`src/rtl/sync_fifo_pkg.sv`:
```
// Shared definitions for the synchronous FIFO: default thresholds, the count
// width helper and the wrap-around pointer increment for arbitrary depths.
package sync_fifo_pkg;

  localparam int DEFAULT_DATA_WIDTH = 8;
  localparam int DEFAULT_DEPTH      = 8;
  localparam int DEFAULT_AE_LEVEL   = 2;

  function automatic int count_width(input int depth);
    return $clog2(depth + 1);
  endfunction

  // Explicit wrap so non-power-of-two depths use every entry.
  function automatic int unsigned ptr_next(input int unsigned ptr, input int unsigned depth);
    return (ptr == depth - 1) ? 32'd0 : ptr + 32'd1;
  endfunction

endpackage

```
`src/rtl/sync_fifo_ctrl_if.sv`:
```
// Producer/consumer side signals of the synchronous FIFO; master drives
// requests, slave is the FIFO itself.
interface sync_fifo_ctrl_if
  import sync_fifo_pkg::*;
#(
  parameter int DATA_WIDTH = DEFAULT_DATA_WIDTH,
  parameter int DEPTH      = DEFAULT_DEPTH
);

  localparam int CW = count_width(DEPTH);

  logic                  wr_en;
  logic [DATA_WIDTH-1:0] data_in;
  logic                  rd_en;
  logic                  clr_err;
  logic [DATA_WIDTH-1:0] data_out;
  logic                  rd_valid;
  logic                  full;
  logic                  empty;
  logic                  almost_full;
  logic                  almost_empty;
  logic [CW-1:0]         count;
  logic                  overflow;
  logic                  underflow;

  modport master (
    output wr_en, data_in, rd_en, clr_err,
    input  data_out, rd_valid, full, empty, almost_full, almost_empty,
           count, overflow, underflow
  );

  modport slave (
    input  wr_en, data_in, rd_en, clr_err,
    output data_out, rd_valid, full, empty, almost_full, almost_empty,
           count, overflow, underflow
  );

endinterface

```
`src/rtl/sync_fifo_ctrl_fifo_ram.sv`:
```
// Simple dual-port storage for the FIFO: synchronous write, asynchronous read.
// Kept separate so it can be swapped for a technology RAM macro.
module fifo_ram #(
  parameter int DATA_WIDTH = 8,
  parameter int DEPTH      = 8,
  parameter int AW         = $clog2(DEPTH)
) (
  input  logic                  clk,
  input  logic                  we,
  input  logic [AW-1:0]         waddr,
  input  logic [DATA_WIDTH-1:0] wdata,
  input  logic [AW-1:0]         raddr,
  output logic [DATA_WIDTH-1:0] rdata
);

  logic [DATA_WIDTH-1:0] mem [DEPTH];

  always_ff @(posedge clk) begin
    if (we) mem[waddr] <= wdata;
  end

  assign rdata = mem[raddr];

endmodule

```
`src/rtl/sync_fifo_ctrl.sv`:
```
// Single-clock FIFO controller with occupancy count, threshold flags and sticky
// error bits. Define SYNC_FIFO_FWFT_EN for first-word-fall-through output.
module sync_fifo_ctrl
  import sync_fifo_pkg::*;
#(
  parameter int DATA_WIDTH = DEFAULT_DATA_WIDTH,
  parameter int DEPTH      = DEFAULT_DEPTH,
  parameter int AF_LEVEL   = DEPTH - 2,
  parameter int AE_LEVEL   = DEFAULT_AE_LEVEL
) (
  input logic             clk,
  input logic             rst,
  sync_fifo_ctrl_if.slave bus
);

  localparam int CW = count_width(DEPTH);
  localparam int AW = $clog2(DEPTH);

  logic [AW-1:0]         wptr;
  logic [AW-1:0]         rptr;
  logic [CW-1:0]         count_q;
  logic                  overflow_q;
  logic                  underflow_q;
  logic                  full;
  logic                  empty;
  logic                  wa;
  logic                  ra;
  logic [DATA_WIDTH-1:0] ram_rdata;

  assign full  = (count_q == CW'(DEPTH));
  assign empty = (count_q == '0);
  assign wa    = bus.wr_en & ~full;
  assign ra    = bus.rd_en & ~empty;

  fifo_ram #(
    .DATA_WIDTH (DATA_WIDTH),
    .DEPTH      (DEPTH),
    .AW         (AW)
  ) u_ram (
    .clk   (clk),
    .we    (wa),
    .waddr (wptr),
    .wdata (bus.data_in),
    .raddr (rptr),
    .rdata (ram_rdata)
  );

  // Error bits: a new violation outranks a same-cycle clear.
  always_ff @(posedge clk) begin
    if (rst) begin
      wptr        <= '0;
      rptr        <= '0;
      count_q     <= '0;
      overflow_q  <= 1'b0;
      underflow_q <= 1'b0;
    end else begin
      if (wa) wptr <= AW'(ptr_next(32'(wptr), DEPTH));
      if (ra) rptr <= AW'(ptr_next(32'(rptr), DEPTH));
      case ({wa, ra})
        2'b10:   count_q <= count_q + CW'(1);
        2'b01:   count_q <= count_q - CW'(1);
        default: count_q <= count_q;
      endcase
      overflow_q  <= (bus.wr_en & full)  | (overflow_q  & ~bus.clr_err);
      underflow_q <= (bus.rd_en & empty) | (underflow_q & ~bus.clr_err);
    end
  end

`ifdef SYNC_FIFO_FWFT_EN
  assign bus.data_out = ram_rdata;
  assign bus.rd_valid = ~empty;
`else
  logic [DATA_WIDTH-1:0] data_out_q;
  logic                  rd_valid_q;

  always_ff @(posedge clk) begin
    if (rst) begin
      data_out_q <= '0;
      rd_valid_q <= 1'b0;
    end else begin
      rd_valid_q <= ra;
      if (ra) data_out_q <= ram_rdata;
    end
  end

  assign bus.data_out = data_out_q;
  assign bus.rd_valid = rd_valid_q;
`endif

  assign bus.full         = full;
  assign bus.empty        = empty;
  assign bus.almost_full  = (count_q >= CW'(AF_LEVEL));
  assign bus.almost_empty = (count_q <= CW'(AE_LEVEL));
  assign bus.count        = count_q;
  assign bus.overflow     = overflow_q;
  assign bus.underflow    = underflow_q;

endmodule

```
`src/flat_wrapper.sv`:
```
// flat-port wrapper written by rule: the top's interface ports become plain ports
module sync_fifo_ctrl_flat import sync_fifo_pkg::*;
#(
  parameter int DATA_WIDTH = DEFAULT_DATA_WIDTH,
  parameter int DEPTH      = DEFAULT_DEPTH,
  parameter int AF_LEVEL   = DEPTH - 2,
  parameter int AE_LEVEL   = DEFAULT_AE_LEVEL
)
  (clk, rst, bus_wr_en, bus_data_in, bus_rd_en, bus_clr_err, bus_data_out, bus_rd_valid, bus_full, bus_empty, bus_almost_full, bus_almost_empty, bus_count, bus_overflow, bus_underflow);
  sync_fifo_ctrl_if #(.DATA_WIDTH(DATA_WIDTH), .DEPTH(DEPTH)) bus_i ();
  input logic clk;
  input logic rst;
  input wire logic [$bits(bus_i.wr_en)-1:0] bus_wr_en;
  input wire logic [$bits(bus_i.data_in)-1:0] bus_data_in;
  input wire logic [$bits(bus_i.rd_en)-1:0] bus_rd_en;
  input wire logic [$bits(bus_i.clr_err)-1:0] bus_clr_err;
  output wire logic [$bits(bus_i.data_out)-1:0] bus_data_out;
  output wire logic [$bits(bus_i.rd_valid)-1:0] bus_rd_valid;
  output wire logic [$bits(bus_i.full)-1:0] bus_full;
  output wire logic [$bits(bus_i.empty)-1:0] bus_empty;
  output wire logic [$bits(bus_i.almost_full)-1:0] bus_almost_full;
  output wire logic [$bits(bus_i.almost_empty)-1:0] bus_almost_empty;
  output wire logic [$bits(bus_i.count)-1:0] bus_count;
  output wire logic [$bits(bus_i.overflow)-1:0] bus_overflow;
  output wire logic [$bits(bus_i.underflow)-1:0] bus_underflow;
  assign bus_i.wr_en = bus_wr_en;
  assign bus_i.data_in = bus_data_in;
  assign bus_i.rd_en = bus_rd_en;
  assign bus_i.clr_err = bus_clr_err;
  assign bus_data_out = bus_i.data_out;
  assign bus_rd_valid = bus_i.rd_valid;
  assign bus_full = bus_i.full;
  assign bus_empty = bus_i.empty;
  assign bus_almost_full = bus_i.almost_full;
  assign bus_almost_empty = bus_i.almost_empty;
  assign bus_count = bus_i.count;
  assign bus_overflow = bus_i.overflow;
  assign bus_underflow = bus_i.underflow;
  sync_fifo_ctrl #(.DATA_WIDTH(DATA_WIDTH), .DEPTH(DEPTH), .AF_LEVEL(AF_LEVEL), .AE_LEVEL(AE_LEVEL)) u_core (.clk(clk), .rst(rst), .bus(bus_i));
endmodule
```
`config.mk`:
```
export PLATFORM = sky130hd
export DESIGN_NAME = sync_fifo_ctrl_flat
export DESIGN_NICKNAME = d
export VERILOG_FILES = /design/src/rtl/sync_fifo_pkg.sv /design/src/rtl/sync_fifo_ctrl_if.sv /design/src/rtl/sync_fifo_ctrl_fifo_ram.sv /design/src/rtl/sync_fifo_ctrl.sv /design/src/flat_wrapper.sv
export SDC_FILE = /design/constraint.sdc
export NUM_CORES = 1
export LEC_CHECK = 0
export CORE_MARGIN = 4
export CORE_UTILIZATION = 35
export CTS_CLUSTER_SIZE = 28
export DETAILED_ROUTE_END_ITERATION = 16
export PLACE_DENSITY = 0.58
export SYNTH_ARGS = -nofsm -noshare
export SYNTH_HDL_FRONTEND = slang
export SYNTH_HIERARCHICAL = 1
export SYNTH_SLANG_ARGS = --single-unit
```
`constraint.sdc`:
```
create_clock -name clk -period 2.5 [get_ports clk]
set_input_delay 0.5 -clock clk [delete_from_list [all_inputs] [get_ports clk]]
set_output_delay 0.5 -clock clk [all_outputs]
set_load 0.05 [all_outputs]
```
==> tab_implementation.tex, run 1 <==
\begin{tabular}{lr}
\hline
Metric & Value \\
\hline
\multicolumn{2}{l}{\textbf{Yosys}} \\
Top area cells in the synthesized netlist & sky130\_fd\_sc\_hd\_\_edfxtp\_1 (55\%), sky130\_fd\_sc\_hd\_\_dfxtp\_1 (12\%), sky130\_fd\_sc\_hd\_\_mux4\_1 (11\%) \\
Cell accounting for the most synthesized area & sky130\_fd\_sc\_hd\_\_edfxtp\_1 \\
Synth Area in Compound Gates & 0.0353 \\
Synthesis-stage register bit count & 85 \\
Share of the yosys chip area belonging to registers & 0.674 \\
Fraction of synthesized area in multiplexers & 0.149 \\
Fraction of post-synthesis cell area in the top cell type by area & 0.553 \\
Area share of and/or/nand/nor cells after synthesis & 0.0781 \\
Fraction of the mapped netlist area in adder cells & 0.0310 \\
Total of warnings raised by yosys & 6 \\
Dominant combinational cell family by area after synthesis & multiplexers \\
Async S/R FF share, synth & 0 \\
Most common cell in the netlist & sky130\_fd\_sc\_hd\_\_edfxtp\_1 \\
Post-synth EDFFs & 64 \\
Most frequent cells after synthesis & sky130\_fd\_sc\_hd\_\_edfxtp\_1 (64), sky130\_fd\_sc\_hd\_\_nand2\_1 (25), sky130\_fd\_sc\_hd\_\_dfxtp\_1 (21), sky130\_fd\_sc\_hd\_\_a21oi\_1 (20) \\
Avg Inst Size Synth & 16.1 sq um \\
Share of the synthesized netlist area taken by xor and xnor gates & 0.00504 \\
Cell variety after synth & 33 \\
Primary flip-flop cell chosen by synthesis mapping & sky130\_fd\_sc\_hd\_\_edfxtp\_1 \\
Gate count of the mapped netlist & 216 \\
Post-synthesis instance area & 3480 sq um \\
Post-Synthesis Net Count & roughly 240 \\
\multicolumn{2}{l}{\textbf{Die}} \\
Die area & 11600 sq um \\
X dimension of the die & 108 um \\
Core area & 9730 sq um \\
Initial cell density of the core & 0.357 \\
Die H & around 110 um \\
Total I/O pin count & 32 \\
Cell row count & 36 \\
\multicolumn{2}{l}{\textbf{Timing}} \\
Peak Freq & 425 MHz \\
Worst hold margin & 0.457 ns \\
Worst relative slew slack & 0.442 \\
Setup repair after global routing missed its margin & no \\
Final setup vio count & 0 \\
Hold violation count in the final report & 0 \\
Worst setup skew after layout & 0.0127 ns \\
Final Max Slew Viols & 0 \\
Worst Tran Pin Value & 0.836 ns \\
Time the final worst path needs with I/O delays and setup & 2.35 ns \\
PnR worst setup slack & $\sim$0.15 ns \\
Sum of negative setup slack & 0 ns \\
Final Cycle Share & 0.941 \\
\multicolumn{2}{l}{\textbf{Global route}} \\
Total global routing track utilization & 0.119 \\
GR met1 Demand/Resource & 0.158 \\
Most Crowded Layer GR & met2 \\
Largest net degree at the start of global routing & 22 \\
Antenna violations before repair & 0 \\
Met2 Resource Use GR & 0.187 \\
Wire length of the first global-routing pass & 10200 um \\
GR Overflow Total & 0 \\
Number of global-route vias before repair & 1880 \\
Met3 routing resource usage after global routing & 0.0234 \\
\multicolumn{2}{l}{\textbf{Power and ir drop}} \\
Internal power of the cells & 2.85 mW \\
Ratio of total power to cell area & 1010 nW/um\^{}2 \\
Switching part of the total power & 0.340 \\
Fraction of power consumed by combinational cells & 0.342 \\
Switching power total & 1.47 mW \\
Leakage power total & around 1.5 nW \\
Clock power frac & 0.243 \\
Flop pwr share & 0.414 \\
VDD IR max & around 0.43 mV \\
\multicolumn{2}{l}{\textbf{Route}} \\
Number of DRC markers after the initial detailed-route iteration & 39 \\
Total iterations of the first detailed-routing run & 4 \\
Routed vias/inst & 4.80 \\
Wire length per cell after detailed routing & between 15 and 20 um \\
Total Wirelength & around 6500 um \\
Count of vias placed by the detailed router & 1924 \\
Number of remaining DRC errors & 0 \\
Antenna Nets Post-Route & 0 \\
\multicolumn{2}{l}{\textbf{Clock network}} \\
Number of sinks on the clock net & 85 \\
Total number of H-tree levels & 3 \\
Clock transition at path regs & 0.09 ns \\
Buffers inserted during post-CTS setup optimization & 0 \\
Maximum number of buffers from clock root to sink & 2 \\
Root Buffer Master & sky130\_fd\_sc\_hd\_\_clkbuf\_8 \\
Total clock buffers created by CTS & 9 \\
Post-CTS Hold Fix Bufs & 0 \\
CTS tree & done \\
Number of cells upsized or downsized after cts & 0 \\
Later-pin clock latency in the skew report & roughly 0.35 ns \\
\multicolumn{2}{l}{\textbf{Run status}} \\
Outcome & finished clean \\
\multicolumn{2}{l}{\textbf{Setup path}} \\
Worst EP required & roughly 2 ns \\
Worst path top cell family by delay & buffers and inverters \\
Logic depth of the worst path, buffers included & 2 \\
Largest incremental delay on the critical path & 0.84 ns \\
Buf/Inv on CP & 1 \\
Cell-by-cell listing of the critical path & a211oi\_1 -> clkdlybuf4s50\_1 \\
CP arrival & 1.85 ns \\
Worst reg-to-reg path cell count & 9 \\
Setup crit end kind & primary output \\
Startpoint type of the worst setup path & register \\
Maximum fanout along the worst path & 8 \\
Setup slack on the worst flop-to-flop path & 0.25 ns \\
Start-to-end type of the worst setup path & reg2out \\
Cell at the slowest stage of the critical path & sky130\_fd\_sc\_hd\_\_clkdlybuf4s50\_1 \\
\multicolumn{2}{l}{\textbf{Place}} \\
Worst setup slack after placement & 0.0377 ns \\
Cell area after placement & 4070 sq um \\
Port bufs & 31 \\
GP Congestion & about 0.69 \\
Half-perimeter wire length after detailed placement & 4340 um \\
\multicolumn{2}{l}{\textbf{Cells and area}} \\
Total number of nets in the final design & 284 \\
Share of post-route cells with drive strength above 1 & 0.209 \\
Fill cell instance count of the final layout & roughly 880 \\
Area of all placed cells without fillers & approximately 4300 sq um \\
Layout overhead on the synthesized area & 23.6\% \\
Antenna Cells & 0 \\
\multicolumn{2}{l}{\textbf{Flow run}} \\
Maxcap violations & 0 \\
\multicolumn{2}{l}{\textbf{Worst hold path}} \\
Path type of the worst min-delay path & reg2reg \\
Min-Delay Path Depth & 2 \\
\hline
\end{tabular}
-- sequential cells by signal, summed over array words and instances, names as in the netlist --
name	count
u_core/bus.overflow	1
u_core/wptr	3
u_core/bus.rd_valid	1
u_core/bus.underflow	1
u_core/bus.data_out	8
u_core/rptr	3
u_core/bus.count	4
u_core/u_ram/mem	64
-- layout make-up --
class / instances / area (sq um) / area share
Clock buffer: 9 / 124 / 0.0288
Inverter: 5 / 18.8 / 0.00437
Sequential cell: 85 / 2350 / 0.548
Clock inverter: 7 / 97.6 / 0.0227
Multi-Input combinational cell: 115 / 1100 / 0.257
Timing Repair Buffer: 47 / 430 / 0.100
Tap cell: 133 / 166 / 0.0387
-- worst reg2reg max path: stages, from the launching register on --
cell,delay (ns)
sky130_fd_sc_hd__dfxtp_4,0.40
sky130_fd_sc_hd__nor4_4,0.32
sky130_fd_sc_hd__nand2b_4,0.19
sky130_fd_sc_hd__inv_2,0.05
sky130_fd_sc_hd__ha_4,0.17
sky130_fd_sc_hd__ha_4,0.25
sky130_fd_sc_hd__a21oi_2,0.13
sky130_fd_sc_hd__a21oi_1,0.09
sky130_fd_sc_hd__or4_1,0.47
sky130_fd_sc_hd__a21oi_1,0.12
-- worst paths after layout --
check,start,to
worst max-delay path,u_core/bus.count[1],bus_almost_empty
worst min-delay path,u_core/bus.data_out[3],u_core/bus.data_out[3]
worst max register to register,u_core/bus.count[2],u_core/bus.count[3]
worst min register to register,u_core/bus.data_out[3],u_core/bus.data_out[3]
-- placed cells by master (no fill, tap or decap), types with 8 or more instances in the layout --
master                             n
sky130_fd_sc_hd__edfxtp_1         64
sky130_fd_sc_hd__clkdlybuf4s50_1  29
sky130_fd_sc_hd__nand2_1          25
sky130_fd_sc_hd__a21oi_1          19
sky130_fd_sc_hd__buf_4            17
sky130_fd_sc_hd__dfxtp_1          17
sky130_fd_sc_hd__nor2_1           15
sky130_fd_sc_hd__mux4_1           15
sky130_fd_sc_hd__clkbuf_8          9
sky130_fd_sc_hd__mux2_2            8
-- through the flow --
step | util | std cells | power (mW)
global route | 0.442 | 401 | 4.54
detailed placement | 0.419 | 385 | 3.32
finish | 0.442 | 401 | 4.32
global placement | 0.419 | 385 | 3.30
CTS | 0.441 | 401 | 4.38
floorplan | - | 216 | 2.93
-- kinds of logic (layout without fill, tap and decap cells) --
logic type | Yosys count | after routing
xor+xnor | 2 | 2
compound gates | 23 | 23
buf+inv | 16 | 68
fa+ha+maj | 8 | 8
mux | 25 | 25
simple gates | 57 | 57
flops | 85 | 85
-- metal layers --
metal | vias to the layer above | share of wire
met5 | - | 0
met4 | 0 | 0.019
met3 | 9 | 0.031
met2 | 35 | 0.48
met1 | 962 | 0.47
li1 | 918 | -
-- power groups by stage --
stage,combinational (mW),sequential [mW],clock (mW)
after floorplan,0.868,2.06,0
after global placement,1.48,1.82,0
after detailed placement,1.49,1.83,0
after CTS,1.50,1.79,1.08
after global routing,1.58,1.81,1.14
final,1.48,1.79,1.05
No activity file was read; power rests on OpenSTA's default activity.
==> inputs of run 2 (changes only) <==
--- a/config.mk
+++ b/config.mk
@@ -9,7 +9,8 @@
 export CORE_UTILIZATION = 35
 export CTS_CLUSTER_SIZE = 28
 export DETAILED_ROUTE_END_ITERATION = 16
-export PLACE_DENSITY = 0.58
+export DONT_BUFFER_PORTS = 1
+export PLACE_DENSITY = 0.54
 export SYNTH_ARGS = -nofsm -noshare
 export SYNTH_HDL_FRONTEND = slang
 export SYNTH_HIERARCHICAL = 1
==> run 2 against run 1 <==
Clock power fell by 13%. Critical path depth rose by 7. Sequential power is 9% higher. Die area did not move. Flip-flop and latch count did not move. Hold slack lost 0.25 ns. Combinational power is 21% lower. Register-to-register slack improved by 0.02 ns. Largest power group unchanged.
==> tab_implementation.tex, run 2 (synthesized netlist as in run 1, its figures left out) <==
\begin{tabular}{lr}
\hline
Metric & Value \\
\hline
\multicolumn{2}{l}{\textbf{Clock network}} \\
Clock transition at path regs & 0.08 ns \\
Number of sinks on the clock net & 85 \\
Root Buffer Master & sky130\_fd\_sc\_hd\_\_clkbuf\_8 \\
Number of cells upsized or downsized after cts & 0 \\
Total number of H-tree levels & 3 \\
Maximum number of buffers from clock root to sink & 2 \\
Total clock buffers created by CTS & 9 \\
Later-pin clock latency in the skew report & 0.35 ns \\
Buffers inserted during post-CTS setup optimization & 0 \\
Post-CTS Hold Fix Bufs & 0 \\
CTS tree & done \\
\multicolumn{2}{l}{\textbf{Setup path}} \\
Setup crit end kind & register \\
Start-to-end type of the worst setup path & reg2reg \\
Startpoint type of the worst setup path & register \\
Maximum fanout along the worst path & 11 \\
Worst EP required & 2.78 ns \\
CP arrival & 2.51 ns \\
\multicolumn{2}{l}{\textbf{Timing}} \\
Peak Freq & around 450 MHz \\
PnR worst setup slack & 0.273 ns \\
Worst Tran Pin Value & 0.810 ns \\
Hold violation count in the final report & 0 \\
Setup repair after global routing missed its margin & no \\
Time the final worst path needs with I/O delays and setup & 2.23 ns \\
Worst setup skew after layout & 0.00711 ns \\
Final Max Slew Viols & 0 \\
Worst relative slew slack & 0.459 \\
Sum of negative setup slack & 0 ns \\
Final setup vio count & 0 \\
Final Cycle Share & 0.891 \\
\multicolumn{2}{l}{\textbf{Die}} \\
Die H & 108 um \\
Total I/O pin count & 32 \\
X dimension of the die & 108 um \\
Die area & 11600 sq um \\
Cell row count & 36 \\
Initial cell density of the core & 0.357 \\
Core area & 9730 sq um \\
\multicolumn{2}{l}{\textbf{Route}} \\
Antenna Nets Post-Route & 0 \\
Number of remaining DRC errors & 0 \\
Total iterations of the first detailed-routing run & 4 \\
Wire length per cell after detailed routing & 17.2 um \\
Routed vias/inst & 4.76 \\
Count of vias placed by the detailed router & $\sim$1.8k \\
Total Wirelength & 6410 um \\
Number of DRC markers after the initial detailed-route iteration & 102 \\
\multicolumn{2}{l}{\textbf{Cells and area}} \\
Share of post-route cells with drive strength above 1 & 0.229 \\
Most common library cell in the layout ignoring fill and taps & sky130\_fd\_sc\_hd\_\_edfxtp\_1 \\
Register name with the most flops & u\_core/u\_ram/mem \\
Post-route core utilization & 0.408 \\
Top library cells by usage in the layout, fill and taps aside & sky130\_fd\_sc\_hd\_\_edfxtp\_1 (64), sky130\_fd\_sc\_hd\_\_nand2\_1 (25), sky130\_fd\_sc\_hd\_\_buf\_4 (19), sky130\_fd\_sc\_hd\_\_a21oi\_1 (19), sky130\_fd\_sc\_hd\_\_dfxtp\_1 (17) \\
Non-Filler Instances & between 300 and 400 \\
Area of all placed cells without fillers & 3970 sq um \\
Antenna Cells & 0 \\
Max reg flops & between 60 and 70 \\
Layout overhead on the synthesized area & 14.3\% \\
Total number of nets in the final design & between 200 and 300 \\
\multicolumn{2}{l}{\textbf{Power and ir drop}} \\
Leakage power total & 1.34 nW \\
VDD IR max & 0.355 mV \\
Ratio of total power to cell area & 1020 nW/um\^{}2 \\
\multicolumn{2}{l}{\textbf{Place}} \\
Cell area after placement & 3790 sq um \\
Half-perimeter wire length after detailed placement & between 4000 and 5000 um \\
Dpl cells & 357 \\
Port bufs & 0 \\
GP Congestion & 0.708 \\
Worst setup slack after placement & 0.266 ns \\
\multicolumn{2}{l}{\textbf{Worst hold path}} \\
Path type of the worst min-delay path & in2reg \\
\multicolumn{2}{l}{\textbf{Global route}} \\
Total global routing track utilization & 0.123 \\
Wire length of the first global-routing pass & 10300 um \\
GR Overflow Total & 0 \\
Number of global-route vias before repair & 1787 \\
Antenna violations before repair & 0 \\
Largest net degree at the start of global routing & 22 \\
\multicolumn{2}{l}{\textbf{Flow run}} \\
Maxcap violations & 0 \\
\multicolumn{2}{l}{\textbf{Run status}} \\
Outcome & finished clean \\
\hline
\end{tabular}
run 2: cell types whose count changed in the layout (fill, tap and decap cells not counted), sizes merged:
| cell | before | now |
|---|---|---|
| clkdlybuf4s50 | 29 | 0 |
| buf | 17 | 19 |
| clkinv | 2 | 4 |
| bufinv | 2 | 1 |
| clkbuf | 9 | 10 |
| clkinvlp | 2 | 1 |
| dlymetal6s2s | 1 | 0 |
| inv | 6 | 5 |
run 2: cell type report:
type | count | area, sq um
fillers | 910 | 5760
flip-flops and latches | 85 | 2350
multi-input cells | 115 | 1110
well taps | 133 | 166
repair buffers | 19 | 143
clock buffers | 10 | 128
clock inverters | 6 | 53.8
inverters | 5 | 18.8
run 2: critical path, cell delays in order (launching register included):
cell	delay, ns
sky130_fd_sc_hd__dfxtp_4	0.37
sky130_fd_sc_hd__nor4_4	0.28
sky130_fd_sc_hd__nand2b_4	0.17
sky130_fd_sc_hd__inv_2	0.09
sky130_fd_sc_hd__ha_4	0.19
sky130_fd_sc_hd__ha_4	0.25
sky130_fd_sc_hd__a21oi_2	0.12
sky130_fd_sc_hd__a21oi_1	0.09
sky130_fd_sc_hd__or4_1	0.46
sky130_fd_sc_hd__a21oi_1	0.12
run 2: per-layer routing:
| metal | track usage | share of wire | up-vias |
|---|---|---|---|
| met5 | 0 | 0 | - |
| met4 | 0.0352 | 0.016 | 0 |
| met3 | 0.0498 | 0.046 | 10 |
| met2 | 0.194 | 0.49 | 32 |
| met1 | 0.157 | 0.45 | 875 |
| li1 | - | - | 860 |
run 2: final timing paths:
kind	end	from	depth (start not counted)	slack (ns)
min reg2reg	u_core/wptr[1]	u_core/wptr[1]	2	0.54
max	u_core/bus.count[3]	u_core/bus.count[3]	9	0.27
max reg2reg	u_core/bus.count[3]	u_core/bus.count[3]	9	0.27
min	u_core/bus.count[3]	rst	1	0.21
run 2: through the flow:
| step | hold WS [ns] | total power [mW] |
|---|---|---|
| 3_3_place_gp | 0.525 | 3.15 |
| 5_1_grt | 0.165 | 4.27 |
| 3_5_place_dp | 0.521 | 3.18 |
| 6_report | 0.206 | 4.04 |
| 2_1_floorplan | 0.452 | 2.93 |
| 4_1_cts | 0.170 | 4.11 |
run 2: power breakdown:
group | switching (mW) | internal (mW) | leakage, nW | total (mW)
logic | 0.665 | 0.504 | 0.497 | 1.17
registers | 0.291 | 1.66 | 0.755 | 1.95
clock network | 0.467 | 0.450 | 0.0888 | 0.917
==> inputs of run 3 (changes only) <==
--- a/config.mk
+++ b/config.mk
@@ -9,8 +9,7 @@
 export CORE_UTILIZATION = 35
 export CTS_CLUSTER_SIZE = 28
 export DETAILED_ROUTE_END_ITERATION = 16
-export DONT_BUFFER_PORTS = 1
-export PLACE_DENSITY = 0.54
+export PLACE_DENSITY = 0.58
 export SYNTH_ARGS = -nofsm -noshare
 export SYNTH_HDL_FRONTEND = slang
 export SYNTH_HIERARCHICAL = 1
==> results of run 3 <==
Final layout, timing and power as in run 1 (identical DEF).
